File: src/rtl/s0_rs_enc.sv
// Systematic RS(N_DATA+4, N_DATA) encoder over GF(2^8) (poly 0x11D), 4 parity symbols, valid/ready in and out.
// Optional error injection for decoder verification is enabled with RS_ENC_ERRINJ_EN.
//
// state  | meaning
// S_DATA | accepting message symbols, updating the parity LFSR
// S_PAR  | draining the four parity symbols p3..p0 to the output register
module s0_rs_enc #(
  parameter int N_DATA = 251
) (
  input  logic       clk,
  input  logic       rst,
`ifdef RS_ENC_ERRINJ_EN
  input  logic       inj_en,
  input  logic [7:0] inj_pos,
  input  logic [7:0] inj_mask,
`endif
  input  logic       enc_in_valid,
  output logic       enc_in_ready,
  input  logic [7:0] enc_in_data,
  output logic       enc_out_valid,
  input  logic       enc_out_ready,
  output logic [7:0] enc_out_data,
  output logic       enc_out_sop,
  output logic       enc_out_eop
);

  localparam int CW = $clog2(N_DATA + 4);

  typedef enum logic {S_DATA, S_PAR} state_t;

  state_t        state, state_nxt;
  logic [CW-1:0] cnt;
  logic [1:0]    pidx;
  logic [7:0]    r0, r1, r2, r3;
  logic          out_free, accept, last_data, par_load;
  logic [7:0]    fb, inj_x;
  logic [8:0]    idx;

  function automatic logic [7:0] gf_mul(input logic [7:0] a, input logic [7:0] b);
    logic [7:0] p;
    logic [7:0] x;
    p = 8'h00;
    x = a;
    for (int i = 0; i < 8; i++) begin
      if (b[i]) p = p ^ x;
      x = {x[6:0], 1'b0} ^ (x[7] ? 8'h1D : 8'h00);
    end
    return p;
  endfunction

  assign out_free     = !enc_out_valid || enc_out_ready;
  assign enc_in_ready = (state == S_DATA) && out_free;
  assign accept       = enc_in_valid && enc_in_ready;
  assign last_data    = (cnt == CW'(N_DATA - 1));
  assign par_load     = (state == S_PAR) && out_free;
  assign fb           = enc_in_data ^ r3;
  // Codeword position of the symbol that would load into the output register now.
  assign idx          = (state == S_DATA) ? 9'(cnt) : 9'(N_DATA) + 9'(pidx);

`ifdef RS_ENC_ERRINJ_EN
  logic       inj_en_q, first, eff_en;
  logic [7:0] inj_pos_q, inj_mask_q, eff_pos, eff_mask;

  // The first symbol uses the live injection inputs since they are only latched on that accept.
  assign first    = (state == S_DATA) && (cnt == '0);
  assign eff_en   = first ? inj_en   : inj_en_q;
  assign eff_pos  = first ? inj_pos  : inj_pos_q;
  assign eff_mask = first ? inj_mask : inj_mask_q;
  assign inj_x    = (eff_en && (9'(eff_pos) == idx)) ? eff_mask : 8'h00;

  always_ff @(posedge clk) begin
    if (rst) begin
      inj_en_q   <= 1'b0;
      inj_pos_q  <= 8'h00;
      inj_mask_q <= 8'h00;
    end else if (accept && first) begin
      inj_en_q   <= inj_en;
      inj_pos_q  <= inj_pos;
      inj_mask_q <= inj_mask;
    end
  end
`else
  assign inj_x = 8'h00;
`endif

  always_ff @(posedge clk) begin
    if (rst) state <= S_DATA;
    else     state <= state_nxt;
  end

  always_comb begin
    state_nxt = state;
    case (state)
      S_DATA:  if (accept && last_data)      state_nxt = S_PAR;
      S_PAR:   if (par_load && pidx == 2'd3) state_nxt = S_DATA;
      default: state_nxt = S_DATA;
    endcase
  end

  always_ff @(posedge clk) begin
    if (rst) begin
      cnt           <= '0;
      pidx          <= 2'd0;
      r0            <= 8'h00;
      r1            <= 8'h00;
      r2            <= 8'h00;
      r3            <= 8'h00;
      enc_out_valid <= 1'b0;
      enc_out_data  <= 8'h00;
      enc_out_sop   <= 1'b0;
      enc_out_eop   <= 1'b0;
    end else if (accept) begin
      r3            <= r2 ^ gf_mul(8'h0F, fb);
      r2            <= r1 ^ gf_mul(8'h36, fb);
      r1            <= r0 ^ gf_mul(8'h78, fb);
      r0            <= gf_mul(8'h40, fb);
      enc_out_data  <= enc_in_data ^ inj_x;
      enc_out_valid <= 1'b1;
      enc_out_sop   <= (cnt == '0);
      enc_out_eop   <= 1'b0;
      cnt           <= cnt + CW'(1);
      if (last_data) pidx <= 2'd0;
    end else if (par_load) begin
      enc_out_data  <= r3 ^ inj_x;
      r3            <= r2;
      r2            <= r1;
      r1            <= r0;
      r0            <= 8'h00;
      enc_out_valid <= 1'b1;
      enc_out_sop   <= 1'b0;
      enc_out_eop   <= (pidx == 2'd3);
      pidx          <= pidx + 2'd1;
      if (pidx == 2'd3) cnt <= '0;
    end else if (out_free) begin
      enc_out_valid <= 1'b0;
      enc_out_sop   <= 1'b0;
      enc_out_eop   <= 1'b0;
    end
  end

endmodule

File: config.mk
export PLATFORM = sky130hd
export DESIGN_NAME = s0_rs_enc
export DESIGN_NICKNAME = d
export VERILOG_FILES = /design/src/rtl/s0_rs_enc.sv
export SDC_FILE = /design/constraint.sdc
export NUM_CORES = 1
export LEC_CHECK = 0
export BUFFER_PORTS_ARGS = -buffer_cell sky130_fd_sc_hd__buf_2
export CORE_AREA = 10 10 100 102
export DETAILED_ROUTE_END_ITERATION = 6
export DIE_AREA = 0 0 110 112
export HOLD_SLACK_MARGIN = 0.03
export PLACE_DENSITY_LB_ADDON = 0.2
export SETUP_SLACK_MARGIN = 0.4
export SLEW_MARGIN = 5
export SYNTH_ARGS = -nofsm -noshare
export SYNTH_HDL_FRONTEND = slang
export SYNTH_SLANG_ARGS = --single-unit
export TNS_END_PERCENT = 20
File: constraint.sdc
create_clock -name clk -period 3 [get_ports clk]
set_clock_uncertainty 0.2 [all_clocks]
set_input_delay 0.45 -clock clk [delete_from_list [all_inputs] [get_ports clk]]
set_output_delay 0.45 -clock clk [all_outputs]
set_load 0.005 [all_outputs]
==> summary.txt <==
Route
  • Drt total wl: 7300 um
  • DRT iter0 DRCs: 192
  • Routed vias: 2499
  • Drt pass-1 iters: 7
  • WL/cell: 15.8 um
  • Via/cell ratio: 5.41
  • DRT antenna net count: 0
  • DRC viols: 0

Power and ir drop
  • Psw: 0.00132 W
  • Share of power burned in registers: 30.4%
  • Cell Pwr Density: 973 nW/um^2
  • Combinational fraction of design power: 56.5%
  • Total power: 0.00336 W
  • Internal power: 0.00203 W
  • Peak supply drop: 0.000329 V
  • Leakage Power: 1.36 nW
  • Sw Share: 39.4%
  • Clk pwr share: 13.1%

CTS
  • CTS H-tree lvls: 2
  • Worst-path clk slew: 0.11 ns
  • Root Buffer: clkbuf_8
  • Post-CTS Resized: 0
  • Worst-Skew Late Latency: 0.31 ns
  • Clock Path Buffers: 2
  • CTS buffer count: 5
  • CTS tree: done
  • Clock sink count: 54
  • Postcts setup bufs: 0
  • Hold_buf cts: 0

Timing
  • Setup TNS: 0 ns
  • Crit share post-route: 81.5%
  • Setup violations, final: 0
  • Max-slew headroom: 41.3%
  • Slew Limit Fails: 0
  • Fmax: 0.409 GHz
  • Hold Vio Cnt, Final: 0
  • Min Clock Period, post-route: 2.45 ns
  • RSZ-0062 raised after global routing: no
  • Slew @ Worst Pin: 0.881 ns

Run status
  • Status: completed

Die
  • Die Span X: 110 um
  • Die area: 12300 sq um
  • Initial Utilization: 38.3%
  • Core footprint: 8050 sq um
  • Die span in y: 112 um
  • Rows: 33
  • I/O pin count: 24

Synth
  • Most frequent cell after synthesis: dfxtp_1
  • Syn nets: 350
  • Top_reg_cell synth: dfxtp_1
  • Leading area contributor after synthesis: dfxtp_1
  • Post-synth top cells: 54 x dfxtp_1, 43 x nor2_1, 25 x nand2_1
  • Post-synth EDFFs: 0
  • Cells after Synth: 334
  • Yosys cell types: 44
  • FFs w/ async S/R, synth: 0%
  • Cells taking the most area after synthesis: dfxtp_1 35%, xnor3_1 7.3%, xnor2_1 6.0%
  • Synthesized area per cell: 9.23 sq um
  • Seq/Total Area, Yosys: 35.1%
  • Share of the synthesized area in the top cell type: 35.1%
  • Yosys reg bits: 54
  • Area of the mapped netlist: 3080 sq um
  • Yosys warning count: 0

Layout
  • Antenna Diode Count: 0
  • Final core occ: 42.9%
  • Syn-to-layout area delta: 11.9%
  • Fraction of layout cells with a size suffix above 1: 16.5%
  • Nets: 372

Setup path
  • Top cell by count, worst path: xor2_1
  • CP max stage delay: 0.57 ns
  • CP required: 3.01 ns
  • Critical Path Start Type: flip-flop
  • Crit Path Category: reg2reg
  • Worst Setup End Kind: flip-flop
  • Worst Path Arrival: 2.45 ns
  • Critical path peak fanout: 4
  • Cells along the critical path: xor2_1 > xnor3_1 > xor2_1 > and2_1 > a2111oi_1
  • Critical Path Slowest Stage Cell: xnor3_1

Place
  • IO buf count: 23
  • DPL Wire Length: 5160 um
  • GPL Wtd Cong: 0.822

Global route
  • Largest net degree at the start of global routing: 33
  • Total Routing Usage GR: 12.1%
  • Vias in the first global route: 2379
  • Initial antenna violation count: 0
  • First-pass GRT wire length: 12200 um
  • Total grt overflow: 0

Worst hold path
  • Hold crit path type: in2reg

Job
  • Max-cap violations: 0
## power groups by stage
stage	registers [W]	logic [W]	clock network, W
final	0.00102	0.00189	0.000440
after global routing	0.00104	0.00208	0.000479
after detailed placement	0.00104	0.00189	0
after global placement	0.00103	0.00188	0
after floorplan	0.00100	0.00153	0
after CTS	0.00102	0.00191	0.000459
## critical path, delay by kind of cell (launching register included)
kind / cells / cell delay [ns]
AOI/OAI and AO/OA: 1 / 0.38
xor gates and xnor gates: 3 / 1.12
DFF: 1 / 0.42
and+or+nand+nor: 1 / 0.22
## flip-flops by register name (all words and copies together), names as in the netlist
signal / count
enc_out_eop: 1
enc_out_valid: 1
enc_out_sop: 1
r2: 8
r0: 8
enc_out_data: 8
pidx: 2
cnt: 8
r1: 8
state: 1
r3: 8
## cell type report
type / count / area, sq um
clock buffers: 6 / 82.6
clock inverters: 2 / 12.5
fillers: 822 / 4600
inverters: 6 / 22.5
multi-input cells: 253 / 1910
flip-flops and latches: 54 / 1080
well taps: 105 / 131
repair buffers: 36 / 213
## layout by cell type (no fill, tap or decap), drive strengths merged, types with 3 or more instances in the layout
| cell type | instances |
|---|---|
| dfxtp | 54 |
| nor2 | 43 |
| buf | 36 |
| xnor2 | 28 |
| nand2 | 25 |
| a21oi | 16 |
| or3 | 14 |
| xor2 | 13 |
| a31oi | 12 |
| o211ai | 11 |
| xnor3 | 11 |
| a211oi | 10 |
| nand3 | 8 |
| a222oi | 8 |
| inv | 6 |
| a22oi | 6 |
| clkbuf | 6 |
| o21ai | 5 |
| nor4 | 5 |
| a311oi | 4 |
| ha | 4 |
| and3 | 3 |
| nor3 | 3 |
## kinds of logic after synthesis
group                    after synthesis  share of synthesized area [%]
AO/OA/AOI/OAI                         82                           19.3
XOR/XNOR                              53                           22.8
adder cells (fa/ha/maj)                4                           1.62
buffers and inverters                 27                           3.29
flip-flops                            54                           35.1
multiplexers                           3                           1.01
AND/OR/NAND/NOR                      111                           16.9
## metal layers
metal	global-route usage (%)	routed length [um]	vias to the layer above
li1	-	-	1251
met1	16.6	3530	1194
met2	18.7	3340	48
met3	1.96	330	6
met4	4.08	94	0
met5	0	0	-
## through the flow
stage	hold slack, ns	cell area [sq um]	setup WS (ns)	instances
final	0.223	3450	0.554	462
after CTS	0.207	3450	0.540	462
after global placement	0.243	3360	0.425	454
after global routing	0.240	3450	0.411	462
after detailed placement	0.258	3360	0.383	454
after floorplan	0.243	3080	0.733	334
## final timing paths
| check | from | to | slack (ns) | depth (start not counted) |
|---|---|---|---|---|
| worst min register to register | enc_out_eop | enc_out_eop | 0.27 | 2 |
| worst max-delay path | r3[6] | r1[1] | 0.55 | 5 |
| worst max register to register | r3[6] | r1[1] | 0.55 | 5 |
| worst min-delay path | enc_in_data[4] | enc_out_data[4] | 0.22 | 3 |
(Power assumes the default switching activity.)
